===== src/rtl/intlv_seq_ctrl_if.sv =====
// Handshake and status bundle between the interleaver frame
// sequencer, its configuration source and the buffer RAM.
interface intlv_seq_ctrl_if #(
  parameter int AW = 12
);
  logic [1:0]    pb_size;
  logic          start;
  logic          abort;
  logic          in_valid;
  logic          out_ready;
  logic          in_ready;
  logic          wr_en;
  logic [AW-1:0] wr_addr;
  logic          rd_en;
  logic [AW-1:0] rd_addr;
  logic [3:0]    pass_idx;
  logic [AW-1:0] len_l;
  logic          busy;
  logic          done;

  modport master (
    output pb_size, start, abort,
    output in_valid, out_ready,
    input  in_ready, wr_en, wr_addr,
    input  rd_en, rd_addr, pass_idx,
    input  len_l, busy, done
  );

  modport slave (
    input  pb_size, start, abort,
    input  in_valid, out_ready,
    output in_ready, wr_en, wr_addr,
    output rd_en, rd_addr, pass_idx,
    output len_l, busy, done
  );
endinterface


===== src/rtl/intlv_seq_ctrl.sv =====
// Turbo-interleaver frame sequencer: one linear write phase
// followed by NPASS linear read passes over the frame buffer.
module intlv_seq_ctrl #(
  parameter int AW    = 12,
  parameter int NPASS = 2
) (
  input  logic               clk,
  input  logic               rst,
  intlv_seq_ctrl_if.slave    bus
);

  typedef enum logic [2:0] {
    IDLE,
    LOAD,
    WRITE,
    READ,
    DONE
  } state_t;

  state_t        state_q, state_d;
  logic [AW-1:0] wcnt_q, wcnt_d;
  logic [AW-1:0] rcnt_q, rcnt_d;
  logic [AW-1:0] len_q, len_d;
  logic [3:0]    pass_q, pass_d;
  logic [1:0]    pb_q, pb_d;
  logic [AW-1:0] len_sel;
  logic [AW-1:0] last_idx;

  always_comb begin
    len_sel = AW'(10);
    unique case (pb_q)
      2'd0: len_sel = AW'(64);
      2'd1: len_sel = AW'(544);
      2'd2: len_sel = AW'(2080);
      2'd3: len_sel = AW'(10);
    endcase
  end

  assign last_idx = len_q - AW'(1);

  always_comb begin
    state_d = state_q;
    wcnt_d  = wcnt_q;
    rcnt_d  = rcnt_q;
    len_d   = len_q;
    pass_d  = pass_q;
    pb_d    = pb_q;
    unique case (state_q)
      IDLE: begin
        if (bus.start) begin
          pb_d    = bus.pb_size;
          state_d = LOAD;
        end
      end
      LOAD: begin
        len_d   = len_sel;
        wcnt_d  = '0;
        rcnt_d  = '0;
        pass_d  = '0;
        state_d = WRITE;
      end
      WRITE: begin
        if (bus.in_valid) begin
          if (wcnt_q == last_idx) begin
            wcnt_d  = '0;
            state_d = READ;
          end else begin
            wcnt_d = wcnt_q + AW'(1);
          end
        end
      end
      READ: begin
        if (bus.out_ready) begin
          if (rcnt_q == last_idx) begin
            rcnt_d = '0;
            // Next pass starts on the very next cycle.
            if (pass_q == 4'(NPASS - 1)) begin
              state_d = DONE;
            end else begin
              pass_d = pass_q + 4'd1;
            end
          end else begin
            rcnt_d = rcnt_q + AW'(1);
          end
        end
      end
      DONE: begin
        state_d = IDLE;
      end
      default: state_d = IDLE;
    endcase
    // Abort wins over everything, including a start seen in IDLE.
    if (bus.abort) begin
      state_d = IDLE;
      wcnt_d  = '0;
      rcnt_d  = '0;
      pass_d  = '0;
      pb_d    = pb_q;
    end
  end

  always_ff @(posedge clk or posedge rst) begin
    if (rst) begin
      state_q <= IDLE;
      wcnt_q  <= '0;
      rcnt_q  <= '0;
      len_q   <= '0;
      pass_q  <= '0;
      pb_q    <= '0;
    end else begin
      state_q <= state_d;
      wcnt_q  <= wcnt_d;
      rcnt_q  <= rcnt_d;
      len_q   <= len_d;
      pass_q  <= pass_d;
      pb_q    <= pb_d;
    end
  end

  assign bus.in_ready = (state_q == WRITE);
  assign bus.wr_en    = (state_q == WRITE) && bus.in_valid;
  assign bus.wr_addr  = wcnt_q;
  assign bus.rd_en    = (state_q == READ);
  assign bus.rd_addr  = rcnt_q;
  assign bus.pass_idx = pass_q;
  assign bus.len_l    = len_q;
  assign bus.busy     = (state_q != IDLE);
  assign bus.done     = (state_q == DONE);

endmodule


===== src/flat_wrapper.sv =====
// flat-port wrapper written by rule: the top's interface ports become plain ports
module intlv_seq_ctrl_flat 
#(
  parameter int AW    = 12,
  parameter int NPASS = 2
)
  (clk, rst, bus_pb_size, bus_start, bus_abort, bus_in_valid, bus_out_ready, bus_in_ready, bus_wr_en, bus_wr_addr, bus_rd_en, bus_rd_addr, bus_pass_idx, bus_len_l, bus_busy, bus_done);
  intlv_seq_ctrl_if #(.AW(AW)) bus_i ();
  input  logic clk;
  input  logic rst;
  input wire logic [$bits(bus_i.pb_size)-1:0] bus_pb_size;
  input wire logic [$bits(bus_i.start)-1:0] bus_start;
  input wire logic [$bits(bus_i.abort)-1:0] bus_abort;
  input wire logic [$bits(bus_i.in_valid)-1:0] bus_in_valid;
  input wire logic [$bits(bus_i.out_ready)-1:0] bus_out_ready;
  output wire logic [$bits(bus_i.in_ready)-1:0] bus_in_ready;
  output wire logic [$bits(bus_i.wr_en)-1:0] bus_wr_en;
  output wire logic [$bits(bus_i.wr_addr)-1:0] bus_wr_addr;
  output wire logic [$bits(bus_i.rd_en)-1:0] bus_rd_en;
  output wire logic [$bits(bus_i.rd_addr)-1:0] bus_rd_addr;
  output wire logic [$bits(bus_i.pass_idx)-1:0] bus_pass_idx;
  output wire logic [$bits(bus_i.len_l)-1:0] bus_len_l;
  output wire logic [$bits(bus_i.busy)-1:0] bus_busy;
  output wire logic [$bits(bus_i.done)-1:0] bus_done;
  assign bus_i.pb_size = bus_pb_size;
  assign bus_i.start = bus_start;
  assign bus_i.abort = bus_abort;
  assign bus_i.in_valid = bus_in_valid;
  assign bus_i.out_ready = bus_out_ready;
  assign bus_in_ready = bus_i.in_ready;
  assign bus_wr_en = bus_i.wr_en;
  assign bus_wr_addr = bus_i.wr_addr;
  assign bus_rd_en = bus_i.rd_en;
  assign bus_rd_addr = bus_i.rd_addr;
  assign bus_pass_idx = bus_i.pass_idx;
  assign bus_len_l = bus_i.len_l;
  assign bus_busy = bus_i.busy;
  assign bus_done = bus_i.done;
  intlv_seq_ctrl #(.AW(AW), .NPASS(NPASS)) u_core (.clk(clk), .rst(rst), .bus(bus_i));
endmodule

===== config.mk =====
export PLATFORM = sky130hd
export DESIGN_NAME = intlv_seq_ctrl_flat
export DESIGN_NICKNAME = d
export VERILOG_FILES = /design/src/rtl/intlv_seq_ctrl_if.sv /design/src/rtl/intlv_seq_ctrl.sv /design/src/flat_wrapper.sv
export SDC_FILE = /design/constraint.sdc
export NUM_CORES = 1
export LEC_CHECK = 0
export BUFFER_PORTS_ARGS = -buffer_cell sky130_fd_sc_hd__buf_2
export CORE_ASPECT_RATIO = 1.5
export CORE_MARGIN = 5
export CORE_UTILIZATION = 50
export DETAILED_ROUTE_END_ITERATION = 6
export GPL_TIMING_DRIVEN = 0
export PLACE_DENSITY = 0.76
export SLEW_MARGIN = 20
export SYNTH_ARGS = -nofsm -noshare
export SYNTH_HDL_FRONTEND = slang
export SYNTH_SLANG_ARGS = --single-unit
export TNS_END_PERCENT = 50

===== constraint.sdc =====
create_clock -name clk -period 2.28 [get_ports clk]
set_input_delay 0.684 -clock clk [delete_from_list [all_inputs] [get_ports clk]]
set_output_delay 0.684 -clock clk [all_outputs]
set_load 0.01 [all_outputs]

==> out/results.txt, run 1 <==
Launching element type of the critical path: a register. The logs give 0.369 for the worst relative slew slack and 0 for the hold violation count in the final report. The stage delay of the slowest cell on the critical path came out at 0.40 ns.

STA classifies the critical path endpoint as a register. The worst-path maximum fanout is 9. After global routing the overflow that remains totals 0. The violation count after the first detailed-routing iteration is 115, and the detailed-route wire length is 6930 µm. The top-area cell type share of the netlist area was 0.366; the area of all placed cells without fillers was 3470 µm². The checks that failed: setup timing. The total number of nets in the final design was 371. At the end of routability-driven placement, the weighted congestion stood at 0.850. For this design the static power due to leakage is 1.57 nW.

Clock latency on the worst-skew pair, taken at its later pin, is 0.29 ns. The first TritonRoute pass finished after 6 iterations. The detail route stage leaves a number of antenna-violating nets equal to 0. The share of cells above drive strength 1 came out at 0.376.

The x dimension of the die is 68.8 µm. The run finished, with violations left. Max-cap violations in this run came to 0.

For the total negative slack for setup checks, the log shows -0.191 ns. Together, buffers and inverters on the worst path number 2. The first global-routing pass estimated 11100 µm of wire. The logs give 0 for the number of max-slew violations in the final report and 0.510 for the starting utilization of the core area. The run gives 0.215 as the total global routing track utilization. For the worst-case vdd ir drop, the log shows 0.629 mV.

The power density of the placed cells is 803 nW/µm². The wire-length estimate of the detail-placed layout is 4910 µm. The tools report the clock tree root buffer cell as sky130_fd_sc_hd__clkbuf_8.

Die area: 6760 µm². The logs give 0.496 for the part of the power in combinational logic and 0 for the residual DRC count. The number of enable-type register cells in the synthesized netlist is 0, and the area taken by multi-input logic gates is 1690 µm².

Clock tree synthesis inserted a total of 5 buffers. In this run the cell area measured after placement is 3020 µm². Library cell appearing most often on the critical path: sky130_fd_sc_hd__buf_6. From synthesis to final layout, the design area changed by 33.8%.

The antenna cell count came out at 0. For the post-synthesis instance total, the log shows 270. Across the routed clock network, the largest skew measured is 0.00815 ns.

The area of the core came out at 5080 µm². The worst setup path is of the reg -> reg kind. For the pin with the worst max-slew slack, the measured transition is 0.932 ns. After floorplanning, the core was divided into 32 placement rows. The ratio of final minimum period to clock period is 1.05. The floorplan step set the die height to 98.2 µm. The sequential element share of the synthesized area came out at 0.366. The synthesized netlist contains 62 unique library cells. The kind of cell with the highest combined delay along the critical path is simple AND/OR/NAND/NOR gates.

Data on the critical path is required at its endpoint by 2.45 ns. The number of antenna violations at the first check in global routing is 0, and the post-route minimum period is 2.38 ns. The power consumption was 2.79 mW. Setup repair after global routing could not meet its margin everywhere.

The internal power was 1.79 mW. Fill cells in the final layout number 414. The run gives 0.288 as the sequential fraction of design power. The synthesized cell area was 2590 µm²; the via count of the first global-routing pass was 2343.

Pre-CTS setup slack: -0.189 ns. During I/O placement, the number of pins put on the boundary was 53. In the post-synthesis netlist, the biggest area contributors are sky130_fd_sc_hd__dfrtp_1 (37%), sky130_fd_sc_hd__xor2_1 (5.7%), sky130_fd_sc_hd__xnor2_1 (5.1%).

The register bit count reported by yosys came out at 38. The average instance in the mapped netlist occupies 9.61 µm². The H-tree generated during clock tree synthesis spans 2 levels. The count of buffers from port buffering is 46.

The switching part of the total power is 0.359, and the vias per cell is 5.56. The library cell occupying the most area in the post-synthesis netlist was sky130_fd_sc_hd__dfrtp_1. The worst setup slack after layout is -0.104 ns, and the clock network fraction of total power is 0.215. The via count was 2348. The cell with the largest stage delay on the worst path is sky130_fd_sc_hd__o41a_1.

The signal on the critical path passes through buf_6 -> nor3_4 -> ha_4 -> xnor3_1 -> nand3_2 -> or2_1 -> buf_6 -> o41a_1 -> or3_1. For this run, the number of Yosys warnings is 0. The min-delay analysis places its worst path in the category in -> async.

The most instantiated flip-flop cell in the synthesis netlist was sky130_fd_sc_hd__dfrtp_1. Across the whole layout, storage elements account for 953 µm². Clock-pin slew was measured on the worst setup and hold paths at 0.08 ns. Static timing analysis puts the maximum clock frequency at 419 MHz. TritonCTS built the clock tree. The pin count of the biggest net entering global routing was 23; the share of flip-flops with an asynchronous set or reset was 1.00. Counting along the longest clock path gives a buffer depth of 2. Data on the critical path arrives at its endpoint at 2.56 ns. Setup violations remaining at the end of the flow were counted as 4. The tools report the sink count of the clock tree as 38.

Dividing the detail-routed wire length by the instance count gives 16.4 µm. Summed over all nets, the switching power comes to 1.00 mW.
[cell type report]
type / instances / share of cell area
Multi-Input combinational cell: 206 / 0.486
Sequential cell: 38 / 0.275
Timing Repair Buffer: 71 / 0.128
Buffer: 19 / 0.0404
Clock buffer: 7 / 0.0249
Tap cell: 68 / 0.0245
Inverter: 12 / 0.0130
Clock inverter: 1 / 0.00865
[per-stage QoR]
step	instances	hold slack, ns	util
detailed placement	390	0.559	0.595
global placement	389	0.557	0.589
global route	422	0.397	0.683
finish	422	0.370	0.683
CTS	413	0.375	0.647
floorplan	275	0.493	-
[cells by family after synthesis]
| group | Yosys count | share of synthesized area |
|---|---|---|
| AOI/OAI and AO/OA | 44 | 0.129 |
| xor gates and xnor gates | 33 | 0.117 |
| adders and majority gates | 10 | 0.0482 |
| buffers and inverters | 31 | 0.0656 |
| DFF | 38 | 0.366 |
| muxes | 4 | 0.0169 |
| other | 1 | 0.00145 |
| and+or+nand+nor | 109 | 0.256 |
[power by group through the flow]
stage | Combinational (mW) | Sequential, mW | Clock, mW
global placement | 0.978 | 0.822 | 0
global route | 1.51 | 0.813 | 0.627
CTS | 1.23 | 0.799 | 0.608
floorplan | 0.766 | 0.827 | 0
finish | 1.38 | 0.804 | 0.600
detailed placement | 1.01 | 0.825 | 0
[state kept, by name, indices dropped and copies added (netlist names)]
register             cells
u_core.state_q           3
u_core.bus.pass_idx      4
u_core.bus.wr_addr      12
u_core.bus.rd_addr      12
u_core.pb_q              2
u_core.bus.len_l         5
[what timing repair did]
action,CTS,global route
gates resized for setup,9,24
setup buffers,14,9
endpoints found under the setup margin,23,27
hold buffers,0,0
cloned,1,0
pin swaps,6,17
[cell usage after synthesis (all sizes together), types with 4 or more instances]
cell type	n
dfrtp	38
nand2	21
xor2	17
nor3	15
xnor2	15
a211oi	14
buf	13
inv	12
nand4	11
ha	10
o21ai	10
and2	7
nand3	7
nor4	7
and3	6
clkbuf	6
nor2	6
or3	5
nor4b	4
[worst reg2reg max path: cells and delay by family (launching register included)]
family | cells | cell delay [ns]
xor gates and xnor gates | 1 | 0.16
buffers and inverters | 2 | 0.29
DFF | 1 | 0.39
adders and majority gates | 1 | 0.17
AOI/OAI and AO/OA | 1 | 0.40
and+or+nand+nor | 4 | 0.85
[cells in the final DEF (no fill, tap or decap), types with 3 or more instances in the layout]
cell type | netlist | layout
sky130_fd_sc_hd__mux2_2 | 3 | 3
sky130_fd_sc_hd__buf_4 | 9 | 29
sky130_fd_sc_hd__clkbuf_1 | 5 | 5
sky130_fd_sc_hd__nor2b_1 | 3 | 3
sky130_fd_sc_hd__nor3_1 | 15 | 14
sky130_fd_sc_hd__inv_1 | 12 | 10
sky130_fd_sc_hd__and2_1 | 6 | 6
sky130_fd_sc_hd__nand2_1 | 21 | 20
sky130_fd_sc_hd__a211oi_1 | 13 | 3
sky130_fd_sc_hd__nor4_1 | 6 | 6
sky130_fd_sc_hd__buf_6 | 1 | 6
sky130_fd_sc_hd__conb_1 | 1 | 6
sky130_fd_sc_hd__a211oi_2 | 1 | 9
sky130_fd_sc_hd__o211ai_1 | 3 | 3
sky130_fd_sc_hd__or3_1 | 5 | 4
sky130_fd_sc_hd__xor2_1 | 17 | 15
sky130_fd_sc_hd__dfrtp_1 | 38 | 36
sky130_fd_sc_hd__buf_2 | 2 | 47
sky130_fd_sc_hd__nor2_1 | 5 | 5
sky130_fd_sc_hd__and3_1 | 6 | 6
sky130_fd_sc_hd__ha_1 | 10 | 8
sky130_fd_sc_hd__nand4_1 | 11 | 11
sky130_fd_sc_hd__xnor2_1 | 15 | 15
sky130_fd_sc_hd__clkbuf_8 | 1 | 7
sky130_fd_sc_hd__nand3_1 | 6 | 4
sky130_fd_sc_hd__o21ai_0 | 10 | 9
sky130_fd_sc_hd__nand3_2 | 1 | 3
sky130_fd_sc_hd__nand2b_1 | 3 | 3
[worst paths after layout]
| path | cells after the start | from | to | slack (ns) |
|---|---|---|---|---|
| hold reg to reg | 1 | u_core.state_q[2] | u_core.state_q[1] | 0.58 |
| min in group clk | 1 | u_core.state_q[2] | u_core.state_q[1] | 0.58 |
| setup / recovery | 9 | u_core.bus.len_l[6] | u_core.state_q[0] | -0.10 |
| setup reg to reg | 9 | u_core.bus.len_l[6] | u_core.state_q[0] | -0.10 |
| hold / removal | 2 | rst | u_core.bus.rd_addr[7] | 0.37 |
| max in group asynchronous | 3 | rst | u_core.bus.pass_idx[3] | 1.46 |
[per-layer routing]
metal	global-route usage	vias to the layer above	part of all wire
met2	0.378	72	0.55
met5	0	-	0
met3	0.0322	17	0.037
met1	0.240	1126	0.37
met4	0.105	0	0.040
li1	-	1133	-
Power figures use the tool's default switching activity.
==> run 2: changes to the inputs <==
--- a/config.mk
+++ b/config.mk
@@ -11,7 +11,8 @@
 export CORE_UTILIZATION = 50
 export DETAILED_ROUTE_END_ITERATION = 6
 export GPL_TIMING_DRIVEN = 0
-export PLACE_DENSITY = 0.76
+export PLACE_DENSITY = 0.82
+export SKIP_LAST_GASP = 1
 export SLEW_MARGIN = 20
 export SYNTH_ARGS = -nofsm -noshare
 export SYNTH_HDL_FRONTEND = slang
==> out/results.txt, run 2 (synthesis gave the netlist of run 1 again) <==
The tools report the fill cell total of the finished layout as 442. The run gives 10400 µm as the first-pass GRT wire length. The floorplan has 32 rows. The clock edge transition at the registers on the reported setup and hold paths is 0.08 ns. Ratio of final minimum period to clock period: 1.02. For the hold violation count in the final report, the log shows 0.

The worst setup path is captured at a register. After detailed routing, the number of remaining DRC violations is 0. The H-tree generated during clock tree synthesis spans 2 levels. The clock tree skew after final layout is 0.0101 ns, and the pin count of the biggest net entering global routing is 33. Registers take 953 µm². The floorplan step set the die width to 68.8 µm.

Dividing the detail-routed via count by the number of cells gives 5.63. The critical path class is reg -> reg. The post-route minimum period was 2.32 ns; the area taken by multi-input logic gates was 1580 µm². The area overhead of the layout relative to synthesis is 25.7%.

Total negative slack for setup checks: -0.298 ns. At the worst endpoint, the required time is 2.42 ns. The number of I/O pins is 53.

STA puts the critical path data arrival time at 2.46 ns. The run gives 123 as the violation count after the first detailed-routing iteration. Setup repair after global routing could not meet its margin everywhere. The tools report the starting utilization of the core area as 0.510. Clock latency on the worst-skew pair, taken at its later pin, is 0.29 ns. The number of buffers between clock root and the deepest sink came out at 2. The largest individual stage delay along the critical path comes from the cell sky130_fd_sc_hd__dfrtp_2. The class of the most critical hold timing path was in -> async. In this run the static leakage power is 1.49 nW. Summed over all layers, the global routing overflow is 0. In this design, the stage delay of the slowest critical-path cell is 0.45 ns. The via count came out at 2332. The logs give 4780 µm for the estimated wirelength of the detail-placed design and 0 for the antenna cell count. For the worst setup slack after layout, the log shows -0.0408 ns. Share of cells above drive strength 1: 0.318. The run gives 5080 µm² as the area of the core. The tree is rooted in a sky130_fd_sc_hd__clkbuf_8.

For the utilization of the core after routing, the log shows 0.641. Traced cell by cell, the critical path runs through buf_4 -> or3b_1 -> a211o_1 -> and2_4 -> o31ai_2 -> buf_4 -> a211oi_1. The most common cell after layout, fill and taps aside is sky130_fd_sc_hd__buf_2.

The congestion estimate from routability-driven global placement came to 0.866. Leaving out fill and tap cells, the most frequent cells in the layout are sky130_fd_sc_hd__buf_2 (47), sky130_fd_sc_hd__dfrtp_1 (36), sky130_fd_sc_hd__buf_4 (24). The total of hold buffers inserted after clock tree synthesis was 0; the number of antenna violations at the first check in global routing was 0. The run gives 0 as the number of max-slew violations in the final report. The worst-case vdd ir drop was 0.456 mV; the count of final setup violators was 12. For the TritonCTS buffer count, the log shows 5.

The launching element type of the critical path is a register. For this design, the sink count on the clock tree is 38. Worst hold slack after final layout: 0.274 ns. The run finished, with violations left. The timing-limited maximum frequency is 431 MHz.

TritonCTS built the clock tree. The final layout contains routed wiring with a total length of 6570 µm. In this run the worst path has a maximum fanout of 10.

The total global routing track utilization is 0.197, and the pre-CTS setup slack is -0.190 ns. The die height came out at 98.2 µm. The design draws 2.48 mW.

The count of nets left with antenna violations once routing finished came out at 0. The first detailed-routing pass ran for 4 iterations. The library cell appearing most often on the critical path was sky130_fd_sc_hd__buf_4. The worst relative slew slack is 0.464, and the via count of the first global-routing pass is 2294. Power spread over the standard cell area amounts to 761 nW/µm². The tools report the die area as 6760 µm². Buffers placed on the I/O ports in this run total 46. The checks that failed: setup timing.

The tools report the total number of nets in the final design as 363. The slew of the pin with the lowest slew margin was 0.791 ns. Dividing the detail-routed wire length by the instance count gives 15.9 µm. Across the run, the number of max-cap violations was 0.
run 2: cell count changes in the layout (fill, tap and decap cells not counted), moves of 2 or more:
cell	previous run	this run
sky130_fd_sc_hd__a211oi_4	2	0
sky130_fd_sc_hd__nand3_2	3	1
sky130_fd_sc_hd__nand3_1	4	6
sky130_fd_sc_hd__buf_6	6	3
sky130_fd_sc_hd__buf_4	29	24
sky130_fd_sc_hd__a211oi_1	3	13
sky130_fd_sc_hd__a211oi_2	9	1
run 2: per-stage QoR:
| step | area [µm²] | cells |
|---|---|---|
| finish | 3260 | 414 |
| global route | 3260 | 414 |
| CTS | 3210 | 409 |
| detailed placement | 3020 | 390 |
| global placement | 3000 | 389 |
| floorplan | 2680 | 275 |
run 2: worst max-delay path, delay by kind of cell (launching register included):
kind            cells  cell delay [ns]
buf+inv             2             0.41
flops               1             0.45
simple gates        2             0.55
compound gates      3             0.77
run 2: per-layer routing:
metal / track usage / routed length (µm) / up-vias
met1: 0.230 / 2510 / 1097
met2: 0.335 / 3440 / 87
li1: - / - / 1126
met3: 0.0276 / 368 / 22
met5: 0 / 0 / -
met4: 0.101 / 250 / 0
run 2: cell type report:
| class | count | share of cell area |
|---|---|---|
| well taps | 68 | 0.0261 |
| clock buffers | 6 | 0.0253 |
| clock inverters | 2 | 0.00384 |
| multi-input cells | 206 | 0.484 |
| repair buffers | 63 | 0.114 |
| plain buffers | 19 | 0.0414 |
| inverters | 12 | 0.0138 |
| flip-flops and latches | 38 | 0.292 |
run 2: report_power, final:
part | internal [mW] | switching (mW)
Sequential | 0.728 | 0.0676
Clock | 0.243 | 0.243
Combinational | 0.589 | 0.612
Total | 1.56 | 0.923
run 2: worst paths after layout:
path,start,endpoint,slack [ns],cells after the start
worst max register to register,u_core.bus.len_l[5],u_core.bus.rd_addr[9],-0.04,7
min in group clk,u_core.pb_q[1],u_core.pb_q[1],0.58,1
max in group asynchronous,rst,u_core.bus.len_l[3],1.58,3
worst max-delay path,u_core.bus.len_l[5],u_core.bus.rd_addr[9],-0.04,7
worst min-delay path,rst,u_core.bus.wr_addr[5],0.27,2
worst min register to register,u_core.pb_q[1],u_core.pb_q[1],0.58,1
run 2: timing repair:
action,in CTS,in global routing
setup buffers,11,5
pin swaps,7,7
endpoints found under the setup margin,24,28
gates resized for setup,3,4
